$ cat src/rtl/fan_timer_ctrl.sv
// fan_timer_ctrl: fan shutdown timer with a 1 s prescaler and a countdown to fan-off.
// Define TIMER_PAUSE_EN to let i_btn_pause toggle between RUN and PAUSE.
module fan_timer_ctrl #(
  parameter int TICK_DIV = 100_000_000,
  parameter int T1_SEC   = 60,
  parameter int T2_SEC   = 180,
  parameter int T3_SEC   = 300,
  parameter int SEC_W    = 16
) (
  input  logic             i_clk,
  input  logic             i_reset,
  input  logic             i_fan_req,
  input  logic             i_btn_timer,
  input  logic             i_btn_clear,
  input  logic             i_btn_pause,
  output logic             o_fan_en,
  output logic [1:0]       o_state,
  output logic [1:0]       o_preset,
  output logic [SEC_W-1:0] o_remaining,
  output logic             o_expired
);
  localparam int PW = $clog2(TICK_DIV);
  typedef enum logic [1:0] {IDLE, RUN, PAUSE, DONE} state_t;
  state_t state_q, state_d;
  logic [1:0] preset_q, preset_d, next_preset;
  logic [SEC_W-1:0] rem_q, rem_d, reload;
  logic [PW-1:0] presc_q, presc_d;
  logic fan_q, fan_d, exp_q, exp_d, tick, stop, pause_btn;
`ifdef TIMER_PAUSE_EN
  assign pause_btn = i_btn_pause;
`else
  assign pause_btn = i_btn_pause & 1'b0;
`endif
  assign next_preset = preset_q + 2'd1;
  assign reload = next_preset == 2'd1 ? SEC_W'(T1_SEC) :
                  next_preset == 2'd2 ? SEC_W'(T2_SEC) :
                  next_preset == 2'd3 ? SEC_W'(T3_SEC) : '0;
  assign tick = presc_q == PW'(TICK_DIV - 1);
  assign stop = i_btn_clear | ~i_fan_req;
  always_comb begin
    state_d  = state_q;
    preset_d = preset_q;
    rem_d    = rem_q;
    presc_d  = presc_q;
    exp_d    = 1'b0;
    case (state_q)
      IDLE: if (!stop && i_btn_timer) begin
        state_d  = RUN;
        preset_d = 2'd1;
        rem_d    = SEC_W'(T1_SEC);
        presc_d  = '0;
      end
      RUN, PAUSE: if (stop) begin
        state_d  = IDLE;
        preset_d = 2'd0;
        rem_d    = '0;
        presc_d  = '0;
      end else if (i_btn_timer) begin
        // a reload discards any tick landing on the same cycle
        state_d  = next_preset == 2'd0 ? IDLE : RUN;
        preset_d = next_preset;
        rem_d    = reload;
        presc_d  = '0;
      end else if (pause_btn) begin
        state_d = state_q == RUN ? PAUSE : RUN;
      end else if (state_q == RUN) begin
        presc_d = tick ? '0 : presc_q + 1'b1;
        if (tick) begin
          rem_d = rem_q - 1'b1;
          if (rem_q == SEC_W'(1)) begin
            state_d  = DONE;
            preset_d = 2'd0;
            exp_d    = 1'b1;
          end
        end
      end
      DONE: if (stop) state_d = IDLE;
    endcase
    fan_d = state_d == IDLE ? i_fan_req : state_d == RUN;
  end
  always_ff @(posedge i_clk or negedge i_reset) begin
    if (!i_reset) begin
      state_q  <= IDLE;
      preset_q <= 2'd0;
      rem_q    <= '0;
      presc_q  <= '0;
      fan_q    <= 1'b0;
      exp_q    <= 1'b0;
    end else begin
      state_q  <= state_d;
      preset_q <= preset_d;
      rem_q    <= rem_d;
      presc_q  <= presc_d;
      fan_q    <= fan_d;
      exp_q    <= exp_d;
    end
  end
  assign o_fan_en    = fan_q;
  assign o_state     = state_q;
  assign o_preset    = preset_q;
  assign o_remaining = rem_q;
  assign o_expired   = exp_q;
endmodule

$ cat config.mk
export PLATFORM = sky130hd
export DESIGN_NAME = fan_timer_ctrl
export DESIGN_NICKNAME = d
export VERILOG_FILES = /design/src/rtl/fan_timer_ctrl.sv
export SDC_FILE = /design/constraint.sdc
export NUM_CORES = 1
export LEC_CHECK = 0
export CAP_MARGIN = 40
export CORE_ASPECT_RATIO = 0.9
export CORE_UTILIZATION = 35
export CTS_BUF_LIST = sky130_fd_sc_hd__clkbuf_2 sky130_fd_sc_hd__clkbuf_4 sky130_fd_sc_hd__clkbuf_8
export CTS_CLUSTER_SIZE = 12
export DETAILED_ROUTE_END_ITERATION = 8
export GPL_ROUTABILITY_DRIVEN = 0
export GPL_TIMING_DRIVEN = 0
export MAX_ROUTING_LAYER = met4
export PLACE_DENSITY = 0.61
export SLEW_MARGIN = 10
export SYNTH_ARGS = -nofsm -noshare
export SYNTH_HDL_FRONTEND = slang
export SYNTH_SLANG_ARGS = --single-unit
$ cat constraint.sdc
create_clock -name i_clk -period 3.92 [get_ports i_clk]
set_input_delay 0.588 -clock i_clk [delete_from_list [all_inputs] [get_ports i_clk]]
set_output_delay 0.588 -clock i_clk [all_outputs]
set_load 0.01 [all_outputs]
==> run summary, run 1 <==
The flow ran to the end, and the final reports show no timing, DRC or antenna violations. The most used flip-flop cell after synthesis was sky130_fd_sc_hd__dfrtp_1. Number of nets in the finished design: 379.

The number of global-route vias before repair was 2449. Synthesis handed over a netlist of 329 instances. The final critical-path required period is 3.18 ns, and the number of top-level design ports is 28. For this run, design rule violations remaining after detail routing come to 0.

Sequential cells were found to cover 42.0% of the synthesized design area. The logs give 0.248 ns for the smallest hold slack and 0 for the number of nets with antenna violations after routing. For the number of standard cells in the layout, taps in and fillers out, the log shows 462.

The synthesis-to-finish area growth was 17.5%; the total grt overflow was 0. The number of different library cells used by synthesis comes to 50. Clock skew on the completed layout was measured at 0.00967 ns.

Across all layers, the routed design uses 2590 vias. The wire length reported by the detailed router came out at 7320 µm. The fraction of final layout cells sized beyond drive strength 1 is 6.61%. Clock-pin slew was measured on the worst setup and hold paths at 0.10 ns. The core region is 8070 µm². For the count of clock tree sinks, the log shows 49. The tools report the category of the worst setup path capture point as a flop. For the pin with the worst max-slew slack, the measured transition is 0.750 ns. Number of port buffers: 25. Counting tap cells, the placed design contains a total of 454 instances. The number of hold buffers added after CTS was 0. Summed over all nets, the switching power comes to 0.597 mW.

The share of total power dissipated in the clock network is 24.9%. The logs give 36.2% for the effective utilization at floorplan and 8710 µm² for the overall die area. For the number of slew-limit violations in the final report, the log shows 0. Entering global routing, the biggest net connects 29 pins.

The detailed router's first-iteration violation count is 186. For the final HPWL from detailed placement, the log shows 5340 µm. The run gives 1580 µm² as the multi-input logic area. After synthesis the cells add up to 2920 µm².

Setup violations remaining at the end of the flow were counted as 0. For this design the static power due to leakage is 1.37 nW. In this run, the combinational gates consume 36.6% of the power. The first global-routing pass estimated 12400 µm of wire. The final instance area is 3430 µm², and the clock latency on the worst-skew pair is 0.31 ns. TritonCTS built the clock tree. The total inserted antenna cells came out at 0. In this run the horizontal extent of the chip is 98.2 µm. The share of Yosys cell area claimed by the top area cell type works out to 42.0%.

The placement row count is 31, and the net switching fraction of the power is 38.1%. In this run the number of H-tree levels came out at 2. In the global route stage, overall resource usage came out at 18.6%.

Averaged over all synthesized cells, the footprint is 8.87 µm². The number of buffers created by CTS is 5, and the detail-routed via count per cell is 5.61. Sorting the synthesized cells by area gives the leading types as sky130_fd_sc_hd__dfrtp_1 42%, sky130_fd_sc_hd__nor2_1 5.4%, sky130_fd_sc_hd__ha_1 4.7%, sky130_fd_sc_hd__xnor2_1 3.3%, sky130_fd_sc_hd__xor2_1 3.3%.

The worst setup path is launched from a flop. The synthesized design spends more area on one cell type than any other, namely sky130_fd_sc_hd__dfrtp_1. The worst pin sits at a relative slew slack of 49.6%. The run gives 3310 µm² as the placement-stage cell area.

For the worst setup path, the data required time is 4.13 ns. The worst hold path belongs to the class in -> async. Setup repair after global routing left no endpoint under its margin.

The worst setup path is of the reg -> reg kind. No sink is reached through more buffers than the 2 on the longest clock path. VDD sags by at most 0.000143 V. For this run, the number of Yosys warnings is 0. The tools report the portion of total power attributed to sequential cells as 38.5%. Once the clock tree was built, the setup fixing pass inserted 0 buffers. Number of failing hold endpoints at the final stage: 0.

Adding up every negative setup slack in the final design gives 0 ns. The final routed wire length divided by cell count came out at 15.8 µm. The areal power density over the cells is 458 nW/µm², and the initial antenna violation count is 0.

Max-cap violations in this run came to 0. Combined flip-flop and latch cell area: 1230 µm². Once the clock tree was built, the resizer swapped 0 gates to a different size.

The tree is rooted in a sky130_fd_sc_hd__clkbuf_8. The async set-reset flop share out of synthesis is 100%. The total iterations of the first detailed-routing run was 6; the biggest fanout along the worst timing path was 10.

At the worst endpoint, the arrival time is 3.39 ns. Timing would allow up to 315 MHz. Internal power comes to 0.972 mW. The portion of the clock cycle consumed by the worst path in the final layout is 81.0%. Counting the fill cells in the layout gives 811. In this run, synthesis inferred 0 flip-flops with an integrated enable. The y dimension of the die is 88.6 µm. The number of storage elements in the synthesis netlist is 49. Synthesis produced a netlist with a net count of 346.
-- power groups by stage --
| stage | Clock, mW | Combinational (mW) | Sequential [mW] |
|---|---|---|---|
| 2_1_floorplan | 0 | 0.335 | 0.619 |
| 3_3_place_gp | 0 | 0.562 | 0.611 |
| 3_5_place_dp | 0 | 0.569 | 0.614 |
| 4_1_cts | 0.401 | 0.570 | 0.604 |
| 5_1_grt | 0.420 | 0.634 | 0.611 |
| 6_report | 0.391 | 0.574 | 0.604 |
-- cell families (layout without fill, tap and decap cells) --
kind of cell / Yosys count / count (layout) / share of synthesized area (%)
AO/OA/AOI/OAI: 63 / 63 / 13.3
XOR/XNOR: 22 / 22 / 6.60
adder cells (fa/ha/maj): 11 / 11 / 4.72
buffers and inverters: 25 / 59 / 3.77
flip-flops: 49 / 49 / 42.0
multiplexers: 4 / 4 / 1.46
AND/OR/NAND/NOR: 155 / 155 / 28.1
-- worst max-delay path, stage by stage (launching register included) --
cell and delay [ns]:
sky130_fd_sc_hd__dfrtp_1 0.44, sky130_fd_sc_hd__inv_1 0.10, sky130_fd_sc_hd__ha_1 0.28, sky130_fd_sc_hd__clkbuf_1 0.33, sky130_fd_sc_hd__nand3b_1 0.24, sky130_fd_sc_hd__nor2_1 0.61
sky130_fd_sc_hd__o21a_1 0.26, sky130_fd_sc_hd__buf_6 0.15, sky130_fd_sc_hd__clkbuf_1 0.37, sky130_fd_sc_hd__o221ai_1 0.20, sky130_fd_sc_hd__o31ai_1 0.10
-- metrics by stage --
stage / total power, mW / util, % / setup WS [ns]
after global routing: 1.66 / 42.5 / 0.506
after global placement: 1.17 / 40.8 / 0.725
after detailed placement: 1.18 / 41.0 / 0.741
after CTS: 1.57 / 42.5 / 0.791
after floorplan: 0.954 / - / 1.47
final: 1.57 / 42.5 / 0.745
-- worst paths after layout --
path,slack [ns],endpoint,depth (start not counted),start
worst max-delay path,0.74,o_remaining[14],10,o_state[0]
worst min-delay path,0.25,presc_q[23],1,i_reset
worst max register to register,0.74,o_remaining[14],10,o_state[0]
worst min register to register,0.53,presc_q[6],1,presc_q[6]
max in group asynchronous,3.13,presc_q[12],2,i_reset
min in group i_clk,0.53,presc_q[6],1,presc_q[6]
-- placed cells by master, fill, tap and decap left out, drive strengths merged, types with 3 or more instances in the layout --
| cell | netlist | routed |
|---|---|---|
| o31ai | 6 | 6 |
| nor3 | 9 | 9 |
| o41ai | 4 | 4 |
| nor2 | 43 | 43 |
| nand2b | 3 | 3 |
| clkbuf | 7 | 14 |
| and4 | 4 | 4 |
| nand4 | 14 | 14 |
| clkdlybuf4s50 | 0 | 24 |
| o21ai | 18 | 18 |
| inv | 10 | 10 |
| a21oi | 16 | 16 |
| a22oi | 3 | 3 |
| buf | 8 | 10 |
| or3 | 6 | 6 |
| or4 | 7 | 7 |
| and3 | 4 | 4 |
| nand3b | 5 | 5 |
| xor2 | 11 | 11 |
| a31oi | 5 | 5 |
| nor4 | 7 | 7 |
| dfrtp | 49 | 49 |
| nor2b | 3 | 3 |
| ha | 11 | 11 |
| nand3 | 16 | 16 |
| xnor2 | 11 | 11 |
| nand2 | 25 | 25 |
-- sequential cells by signal (all words and copies together) (netlist names) --
signal	flops
presc_q	27
o_remaining	16
o_preset	2
o_state	2
o_expired	1
o_fan_en	1
-- cell type report --
cell class                      instances  share of cell area [%]
Buffer                                 15                    2.12
Clock buffer                            7                    2.63
Clock inverter                          1                   0.876
Inverter                               10                    1.10
Multi-Input combinational cell        255                    46.1
Sequential cell                        49                    35.8
Tap cell                               99                    3.61
Timing Repair Buffer                   26                    7.74
-- routing by layer --
layer  track usage, %  part of all wire (%)  vias up
li1                 -                     -     1264
met1             26.6                    51     1244
met2             27.8                    44       75
met3             2.37                   4.6        7
met4             4.88                  0.63        0
met5                -                     0        -
-- synthesized netlist by cell type, types with 2 or more instances --
| cell | count |
|---|---|
| sky130_fd_sc_hd__a211oi_1 | 2 |
| sky130_fd_sc_hd__a21oi_1 | 16 |
| sky130_fd_sc_hd__a22oi_1 | 3 |
| sky130_fd_sc_hd__a31oi_1 | 5 |
| sky130_fd_sc_hd__and2_1 | 2 |
| sky130_fd_sc_hd__and3_1 | 4 |
| sky130_fd_sc_hd__and4_1 | 4 |
| sky130_fd_sc_hd__buf_2 | 6 |
| sky130_fd_sc_hd__clkbuf_1 | 6 |
| sky130_fd_sc_hd__dfrtp_1 | 49 |
| sky130_fd_sc_hd__ha_1 | 11 |
| sky130_fd_sc_hd__inv_1 | 10 |
| sky130_fd_sc_hd__mux2_2 | 2 |
| sky130_fd_sc_hd__mux2i_1 | 2 |
| sky130_fd_sc_hd__nand2_1 | 25 |
| sky130_fd_sc_hd__nand2b_1 | 3 |
| sky130_fd_sc_hd__nand3_1 | 16 |
| sky130_fd_sc_hd__nand3b_1 | 5 |
| sky130_fd_sc_hd__nand4_1 | 13 |
| sky130_fd_sc_hd__nor2_1 | 42 |
| sky130_fd_sc_hd__nor2b_1 | 3 |
| sky130_fd_sc_hd__nor3_1 | 9 |
| sky130_fd_sc_hd__nor4_1 | 7 |
| sky130_fd_sc_hd__o211ai_1 | 2 |
| sky130_fd_sc_hd__o21ai_0 | 18 |
| sky130_fd_sc_hd__o31ai_1 | 6 |
| sky130_fd_sc_hd__o41ai_1 | 4 |
| sky130_fd_sc_hd__or3_1 | 6 |
| sky130_fd_sc_hd__or4_1 | 7 |
| sky130_fd_sc_hd__xnor2_1 | 11 |
| sky130_fd_sc_hd__xor2_1 | 11 |
Power figures use the tool's default switching activity.
==> run 2: changes to the inputs <==
==> constraint.sdc (replaced) <==
create_clock -name i_clk -period 2.99 [get_ports i_clk]
set_input_delay 0.4485 -clock i_clk [delete_from_list [all_inputs] [get_ports i_clk]]
set_output_delay 0.4485 -clock i_clk [all_outputs]
set_load 0.01 [all_outputs]
==> run 2 against run 1 <==
  * Sequential share of layout area shrank 0.052 points
  * Flip-flop and latch count unchanged
  * Sequential power rose by 31%
  * Critical endpoint is now o_preset[0]
  * Largest power group unchanged
  * Final cell count fell by 0.43%
  * Critical path type is now in -> reg
  * Count of clock-buffer cells in the layout did not move
  * Worst setup slack worse by 0.53 ns
  * Final area up 0.15%
  * Combinational power rose by 32%
  * Global-route usage barely moved
  * First-iteration DRC count is 5.9% higher
  * Clock skew decreased by 0.0031 ns
==> run summary, run 2 (synthesized netlist as in run 1, its figures left out) <==
Highest layer used for signal routing: met4. For the placement-stage cell area, the log shows 3310 µm² (unchanged). For the number of top-level design ports, the log shows 28 (unchanged). The critical setup path kind is in -> reg. The number of port buffers works out to 25 (unchanged). The total global-route track usage was 18.6% (about the same).

For the clock latency on the worst-skew pair, the log shows 0.30 ns (about the same). In the layout the commonest cells are 49 x sky130_fd_sc_hd__dfrtp_1, 41 x sky130_fd_sc_hd__nor2_1, 25 x sky130_fd_sc_hd__nand2_1, 24 x sky130_fd_sc_hd__clkdlybuf4s50_1, 18 x sky130_fd_sc_hd__o21ai_0. For the number of nets with antenna violations after routing, the log shows 0 (unchanged).

The count of final setup violators is 0 (unchanged), and the data arrival at the endpoint of the critical path is 2.97 ns (-0.42 ns). The areal power density over the cells is 601 nW/µm² (+31%). The tools report the destination of the critical timing path as o_preset[0]. Final core area utilization: 42.5% (+0.062 points). The synthesis-to-finish area growth is 17.6%, and the detailed router's first-iteration violation count is 197 (+5.9%). After layout, the worst path uses 92.9% of the clock period. The run finished with clean final reports. The tools report the total inserted antenna cells as 0 (unchanged).

The register name with the most flops was presc_q. The placement row count is 31 (unchanged), and the number of flip-flops under the largest register name is 27 (unchanged). In this run the worst hold path is classified as in -> async. The placed instance count came out at 454 (unchanged). The tools report the overall die area as 8710 µm² (unchanged). The run gives 360 MHz as the maximum clock frequency.

The signal on the critical path passes through clkdlybuf4s50_1 > nor4bb_1 > a211o_1 > clkbuf_1 > nor2_1 > a31oi_1 > mux2_2. The tools report the number of buffers on the longest clock path as 2 (unchanged). The depth of the worst register-to-register path was 8 (-2); the initial antenna violation count was 0 (unchanged). Met3 wire length: 297 µm (-12%). Y dimension of the die: 88.6 µm (unchanged). Category of the worst setup path capture point: a flop.

The run gives 0 (unchanged) as the number of failing hold endpoints at the final stage. The final routed wire length divided by cell count is 15.9 µm (+0.34%). The tools report the met2 wire length as 3220 µm (+0.53%). The placeable core area is 8070 µm² (unchanged).

The internal reg-to-reg setup slack was 0.25 ns (-0.49 ns); the number of slew-limit violations in the final report was 0 (unchanged). The slew of the pin with the lowest slew margin is 0.713 ns (-0.0368 ns), and the number of levels in the clock H-tree is 2 (unchanged). The leading cell type in the layout, fill and taps excluded was sky130_fd_sc_hd__dfrtp_1. The first element of the critical path is i_fan_req. The logs give 3430 µm² (+0.15%) for the final instance area and 3740 µm (+0.21%) for the total routed wire length on the met1 layer. The worst register-to-register path begins at o_state[0]. The maximum cell stage delay along the critical path was 0.56 ns (-0.05 ns); the residual DRC count was 0 (unchanged). The number of vias in the routed layout was 2584 (-0.23%). The logs give 0 (unchanged) for the max-capacitance violation count and 29 (unchanged) for the maximum number of pins on one net before global-route repair. The reported leakage power was 1.37 nW (about the same); the first-pass GRT wire length was 12400 µm (about the same). The number of nets in the finished design is 377 (-0.53%).

The slowest stage of the critical path is the sky130_fd_sc_hd__clkdlybuf4s50_1 cell. The smallest clock period supported by the final layout is computed as 2.78 ns. The final HPWL from detailed placement is 5340 µm (unchanged), and the wire length reported by the detailed router is 7310 µm (about the same).

The clock-pin slew reported for the worst setup and hold paths after clock tree synthesis was 0.09 ns (about the same). The number of buffers created by CTS came out at 5 (unchanged). The fraction of final layout cells sized beyond drive strength 1 works out to 7.20% (+0.59 points).

Setup repair after global routing left no endpoint under its margin. For the number of standard cells in the layout, taps in and fillers out, the log shows 460 (-0.43%). The run gives 36.2% (unchanged) as the effective utilization at floorplan. The run gives 2440 (-0.37%) as the number of global-route vias before repair. Peak supply drop: 0.000163 V (+14%). The logs give 3.19 ns (-0.94 ns) for the required arrival time at the worst endpoint and 52.0% (+2.5 points) for the worst relative slew slack.

In this run the critical register-to-register path is captured at o_preset[0]. The tools report the count of clock tree sinks as 49 (unchanged). The biggest fanout along the worst timing path was 10 (unchanged). The total grt overflow came out at 0 (unchanged).

The worst setup path is launched from an input pin. The die extent in x is 98.2 µm (unchanged), and the largest clock skew in the final design is 0.00654 ns (-0.00313 ns). The cell at the root of the clock tree is sky130_fd_sc_hd__clkbuf_8. The detail-routed via count per cell works out to 5.62 (+0.20%). Total iterations of the first detailed-routing run: 7 (+1). TritonCTS built the clock tree.
run 2: cell count changes in the layout (fill, tap and decap cells not counted), sizes merged:
cell	before	now
clkbuf	14	12
run 2: critical path: cells and delay by family:
| kind | cells | cell delay [ns] |
|---|---|---|
| multiplexers | 1 | 0.37 |
| AND/OR/NAND/NOR | 2 | 0.73 |
| AO/OA/AOI/OAI | 2 | 0.49 |
| buffers and inverters | 2 | 0.93 |
run 2: metrics by stage:
| stage | setup TNS (ns) | power (mW) | setup WS (ns) | hold WS, ns |
|---|---|---|---|---|
| after floorplan | 0 | 1.25 | 0.539 | 0.153 |
| after global placement | -2.17 | 1.54 | -0.0652 | 0.501 |
| after detailed placement | -0.668 | 1.55 | -0.125 | 0.467 |
| after CTS | 0 | 2.07 | 0.0597 | 0.129 |
| after global routing | 0 | 2.19 | 0.0291 | 0.146 |
| final | 0 | 2.06 | 0.211 | 0.111 |
run 2: metal layers:
layer / vias to the layer above / GRT usage, %
met4: 0 / 4.88
met5: - / -
met2: 72 / 27.7
met1: 1244 / 26.7
li1: 1261 / -
met3: 7 / 2.37
run 2: cell type report:
class | instances | area (µm²)
Inverter | 10 | 37.5
Sequential cell | 49 | 1230
Tap cell | 99 | 124
Multi-Input combinational cell | 255 | 1590
Timing Repair Buffer | 26 | 265
Clock buffer | 7 | 90.1
Clock inverter | 1 | 30.0
Buffer | 13 | 65.1
Fill cell | 813 | 4640
run 2: power by group:
| group | switching, mW | internal [mW] |
|---|---|---|
| clock | 0.229 | 0.282 |
| sequential | 0.0753 | 0.716 |
| combinational | 0.478 | 0.280 |
run 2: how the worst min path moves through the flow:
stage	startpoint	end	depth (start not counted)
5_1_grt	i_reset	presc_q[23]	1
3_3_place_gp	presc_q[6]	presc_q[6]	1
3_5_place_dp	i_reset	presc_q[23]	1
4_1_cts	i_reset	presc_q[23]	1
6_report	i_reset	presc_q[23]	1
2_1_floorplan	i_reset	o_expired	0
run 2: repair_timing:
item | CTS | global route
setup endpoints to repair | 8 | 15
hold buffers | 0 | 0
cloned | 0 | 0
pin swaps | 0 | 0
gates resized for setup | 2 | 1
endpoints found under the hold margin | 0 | 0
setup buffers | 0 | 0
==> run 3: changes to the inputs <==
--- a/config.mk
+++ b/config.mk
@@ -8,7 +8,6 @@
 export CAP_MARGIN = 40
 export CORE_ASPECT_RATIO = 0.9
 export CORE_UTILIZATION = 35
-export CTS_BUF_LIST = sky130_fd_sc_hd__clkbuf_2 sky130_fd_sc_hd__clkbuf_4 sky130_fd_sc_hd__clkbuf_8
 export CTS_CLUSTER_SIZE = 12
 export DETAILED_ROUTE_END_ITERATION = 8
 export GPL_ROUTABILITY_DRIVEN = 0
==> run 3 against run 2 <==
  * Maximum frequency fell by 0.20%
  * Final area fell by 0.11%
  * Hold slack got worse by 0.0018 ns
  * Worst setup slack got worse by 0.0057 ns
  * Via count fell by 0.12%
  * Register-to-register slack barely moved
  * Sequential share of layout area barely moved
  * Critical path depth did not move
  * Sequential power barely moved
  * Largest cell class unchanged
==> run summary, run 3 (synthesized netlist as in run 1, its figures left out) <==
The final critical-path required period was 2.78 ns (+0.00565 ns); the residual DRC count was 0 (unchanged). The internal reg-to-reg setup slack was 0.24 ns (about the same); the reported leakage power was 1.37 nW (-0.25%). The number of port buffers came out at 25 (unchanged). The run gives 0 (unchanged) as the number of nets with antenna violations after routing. The overall die area came out at 8710 µm² (unchanged). The first element of the critical path is i_fan_req. The final HPWL from detailed placement was 5340 µm (unchanged).

Max-capacitance violation count: 0 (unchanged). The worst relative slew slack is 49.6% (-2.5 points). STA classifies the critical path startpoint as an input pin.

The logs give 8070 µm² (unchanged) for the placeable core area and 42.5% (-0.046 points) for the final core area utilization. The portion of the clock cycle consumed by the worst path in the final layout is 93.1% (+0.19 points). Initial antenna violation count: 0 (unchanged). The tools report the placement-stage cell area as 3310 µm² (unchanged). The depth of the worst register-to-register path works out to 8 (unchanged). The clock-pin slew reported for the worst setup and hold paths after clock tree synthesis is 0.09 ns (about the same). The startpoint identified for the worst register-to-register timing path is o_state[0].

The count of final setup violators is 0 (unchanged). The number of flip-flops under the largest register name was 27 (unchanged). The tools report the required arrival time at the worst endpoint as 3.19 ns (about the same). The run gives 3430 µm² (-0.11%) as the final instance area. Leaving out fill and tap cells, the most frequent cells in the layout are 49 x sky130_fd_sc_hd__dfrtp_1, 41 x sky130_fd_sc_hd__nor2_1, 25 x sky130_fd_sc_hd__nand2_1, 24 x sky130_fd_sc_hd__clkdlybuf4s50_1, 18 x sky130_fd_sc_hd__o21ai_0. The accumulated negative setup slack came out at 0 ns (unchanged). The maximum number of pins on one net before global-route repair is 29 (unchanged). The die extent in x came out at 98.2 µm (unchanged). The register name with the most flops was presc_q. For the routing usage on met1, the log shows 26.7% (unchanged). The number of fill cells came out at 814 (+0.12%).

Destination of the critical timing path: o_preset[0]. The endpoint of the worst register-to-register path is o_preset[0]. The flow ran to the end, and the final reports show no timing, DRC or antenna violations. The type of the worst min-delay path is in -> async. The biggest fanout along the worst timing path came out at 10 (unchanged).

The logs give 2 (unchanged) for the number of buffers on the longest clock path and 0.00753 ns (+0.000988 ns) for the largest clock skew in the final design. For the first-pass GRT wire length, the log shows 12300 µm (-0.11%). Final routed wire length divided by cell count: 15.9 µm (+0.11%).

The maximum clock frequency was 359 MHz (-0.20%); the total grt overflow was 0 (unchanged). Clock tree synthesis selected as its root buffer the cell sky130_fd_sc_hd__clkbuf_8. The fraction of final layout cells sized beyond drive strength 1 came out at 6.93% (-0.28 points).

The detailed router's first-iteration violation count is 179 (-9.1%), and the number of nets in the finished design is 377 (unchanged). The number of failing hold endpoints at the final stage is 0 (unchanged), and the met3 track demand over resource is 2.37% (unchanged). The tools report the total global-route track usage as 18.5% (about the same). The layer with the highest usage was met2. The number of vias in the routed layout was 2581 (-0.12%); the detail-routed via count per cell was 5.61 (-0.12%). The y dimension of the die is 88.6 µm (unchanged). The critical setup path kind is in -> reg. The tools report the data arrival at the endpoint of the critical path as 2.98 ns (about the same). Wire length reported by the detailed router: 7320 µm (+0.11%). Leaving out fill and tap cells, the most frequent cell in the layout is sky130_fd_sc_hd__dfrtp_1. The area growth from synthesis to layout is 17.5%. Setup repair after global routing left no endpoint under its margin.

The number of global-route vias before repair came out at 2439 (-0.041%). The tools report the total inserted antenna cells as 0 (unchanged). The areal power density over the cells is 598 nW/µm² (-0.36%).

The tools report the peak supply drop as 0.000163 V (about the same). The effective utilization at floorplan came out at 36.2% (unchanged). For the post-CTS setup buffer count, the log shows 0 (unchanged). The count of clock tree sinks was 49 (unchanged); the clock latency on the worst-skew pair was 0.30 ns (about the same). For the total iterations of the first detailed-routing run, the log shows 6 (-1). The number of levels in the clock H-tree was 2 (unchanged); the placement row count was 31 (unchanged). TritonCTS built the clock tree. The run gives 5 (unchanged) as the number of buffers created by CTS. The tools report the number of slew-limit violations in the final report as 0 (unchanged).

The number of top-level design ports is 28 (unchanged), and the met2 demand-to-capacity share in global routing is 27.6% (-0.064 points). The tools report the category of the worst setup path capture point as a flop. The slew of the pin with the lowest slew margin was 0.749 ns (+0.0366 ns).
==> run 3: cell counts in the layout (fill, tap and decap cells not counted) <==
Identical to the previous run, type by type.
==> run 3: worst min path at each step <==
stage,slack (ns),end,depth (start not counted),from
final,0.11,presc_q[23],1,i_reset
after global routing,0.15,presc_q[23],1,i_reset
after floorplan,0.15,o_expired,0,i_reset
after global placement,0.50,presc_q[6],1,presc_q[6]
after detailed placement,0.47,presc_q[23],1,i_reset
after CTS,0.13,presc_q[23],1,i_reset
==> run 3: layout make-up <==
type	instances	area (µm²)	area share, %
Buffer	13	65.1	1.90
Clock buffer	7	86.3	2.52
Clock inverter	1	30.0	0.876
Inverter	10	37.5	1.09
Multi-Input combinational cell	255	1590	46.5
Sequential cell	49	1230	35.8
Tap cell	99	124	3.61
Timing Repair Buffer	26	265	7.74
==> run 3: critical path, stage by stage <==
cell	delay (ns)
sky130_fd_sc_hd__clkdlybuf4s50_1	0.56
sky130_fd_sc_hd__nor4bb_1	0.49
sky130_fd_sc_hd__a211o_1	0.16
sky130_fd_sc_hd__clkbuf_1	0.37
sky130_fd_sc_hd__nor2_1	0.24
sky130_fd_sc_hd__a31oi_1	0.34
sky130_fd_sc_hd__mux2_2	0.37
==> run 3: layer usage <==
metal | wire, µm | part of all wire (%)
met1 | 3760 | 51
met2 | 3200 | 44
met3 | 299 | 4.1
met4 | 59 | 0.81
met5 | 0 | 0
==> run 3: repair_timing <==
| action | 4_1_cts | 5_1_grt |
|---|---|---|
| resized for setup | 2 | 1 |
| hold buffers | 0 | 0 |
| endpoints found under the setup margin | 8 | 15 |
==> run 3: stage by stage <==
stage          hold WS [ns]  cells  power (mW)  setup WS [ns]
2_1_floorplan         0.153    329        1.25          0.539
6_report              0.109    460        2.05          0.205
3_3_place_gp          0.501    453        1.54        -0.0652
4_1_cts               0.129    462        2.06         0.0597
3_5_place_dp          0.467    454        1.55         -0.125
5_1_grt               0.146    460        2.18         0.0291
==> run 3: power by group <==
| part | switching, mW | internal, mW |
|---|---|---|
| sequential | 0.0752 | 0.716 |
| clock | 0.229 | 0.273 |
| combinational | 0.478 | 0.280 |
| total | 0.782 | 1.27 |
==> RTL change, RTL diff (config.mk and constraints of run 2) <==
`TICK_DIV`: 100_000_000 -> 400_000_000.
--- a/src/rtl/fan_timer_ctrl.sv
+++ b/src/rtl/fan_timer_ctrl.sv
@@ -3,3 +3,3 @@
 module fan_timer_ctrl #(
-  parameter int TICK_DIV = 100_000_000,
+  parameter int TICK_DIV = 400_000_000,
   parameter int T1_SEC   = 60,
Function: same outputs for any inputs over 4 cycles, from zero or initial values and one cycle with i_reset low; that may be too few to reach the edited logic, so the function may still have changed.
==> RTL change against run 2 <==
  * Sequential cell count is 2 higher
  * Area after synthesis is 4.3% higher
  * Power is 3.8% higher
  * Count of clock-buffer cells in the layout is 1 lower
  * Sequential power is 3.0% higher
  * Setup slack better by 0.029 ns
  * Design area is 5.1% higher
  * Wire length is 4.5% higher
  * Utilization is 1.3 points higher
  * Highest routed layer unchanged
==> RTL change: results <==
export IMPL_finalPower_mw=2.14
export IMPL_final_area_sq_um=3610
export IMPL_detail_route_wl_per_cell_microns=15.6
export IMPL_max_stage_delay_ns=0.43
export IMPL_cts_resized=1
export IMPL_ys_top_cells_by_area="dfrtp_1 (42%), ha_1 (4.5%), or4_1 (4.4%)"
export IMPL_preCtsSetupSlack_ns=-0.115
export IMPL_synthTopCellsByCount="dfrtp_1 (51), nand2_1 (32), nor2_1 (29)"
export IMPL_clock_buffers=6
export IMPL_reg2reg_to="o_remaining[0]$_DFFE_PN0P_"
export IMPL_slowest_stage="dfrtp_1"
export IMPL_p_seq_mw=0.816
export IMPL_grt_total_usage_pct=18.8
export IMPL_hold_ws_ns=0.0948
export IMPL_route_met2_wl_microns=3270
export IMPL_outcome="completed"
export IMPL_switchingPower_mw=0.785
export IMPL_drtPass1Iterations=4
export IMPL_final_nets=392
export IMPL_drive_gt1_share_pct=7.98
export IMPL_crit_family="simple AND/OR/NAND/NOR gates"
export IMPL_syn_nets=361
export IMPL_multi_input_area_share_pct=46.6
export IMPL_cp_start_kind="register"
export IMPL_finClkSkew_ns=0.0155
export IMPL_maxSlewHeadroom_pct=60.3
export IMPL_drt_iter0_drc=213
export IMPL_met2_usage_pct=24.4
export IMPL_seq_share_pct=35.4
export IMPL_syn_to_final_growth_pct=18.5
export IMPL_largest_register_ffs=29
export IMPL_ys_types=49
export IMPL_grt_max_degree=33
export IMPL_placed_area_sq_um=3450
export IMPL_wl_met1_microns=4020
export IMPL_hpwl_microns=5600
export IMPL_grt_first_pass_wirelength_microns=13200
export IMPL_arrival_ns=2.93
export IMPL_grt_util_met1_pct=29.4
export IMPL_routed_wl_met3_microns=281
export IMPL_ir_drop_mv=0.368
export IMPL_stdcell_count=491
export IMPL_synth_avg_cell_area_sq_um=8.85
export IMPL_n_all_buffers=40
export IMPL_r2r_start="presc_q[0]$_DFFE_PN0P_"
export IMPL_p_leak_nw=1.39
export IMPL_comb_multi_input_count=265
export IMPL_fillers=848
export IMPL_clock_area_share_pct=3.78
export IMPL_ys_ff_latch=51
[RTL change: cells by family (layout without fill, tap and decap cells)]
| logic type | after synthesis | after routing | share of synthesized area, % |
|---|---|---|---|
| and+or+nand+nor | 155 | 155 | 28.3 |
| AOI/OAI and AO/OA | 84 | 84 | 17.0 |
| muxes | 4 | 4 | 1.48 |
| adders and majority gates | 11 | 11 | 4.52 |
| xor gates and xnor gates | 11 | 11 | 3.17 |
| buffers and inverters | 28 | 60 | 3.62 |
| DFF | 51 | 51 | 41.9 |
[RTL change: worst max-delay path by stage]
stage	endpoint	slack, ns	cells past startpoint
6_report	o_remaining[0]$_DFFE_PN0P_	0.24	8
5_1_grt	o_remaining[0]$_DFFE_PN0P_	0.05	9
4_1_cts	presc_q[16]$_DFFE_PN0P_	0.05	10
3_5_place_dp	presc_q[19]$_DFFE_PN0P_	-0.11	11
3_3_place_gp	presc_q[24]$_DFFE_PN0P_	-0.16	1
2_1_floorplan	presc_q[6]$_DFFE_PN0P_	0.52	11
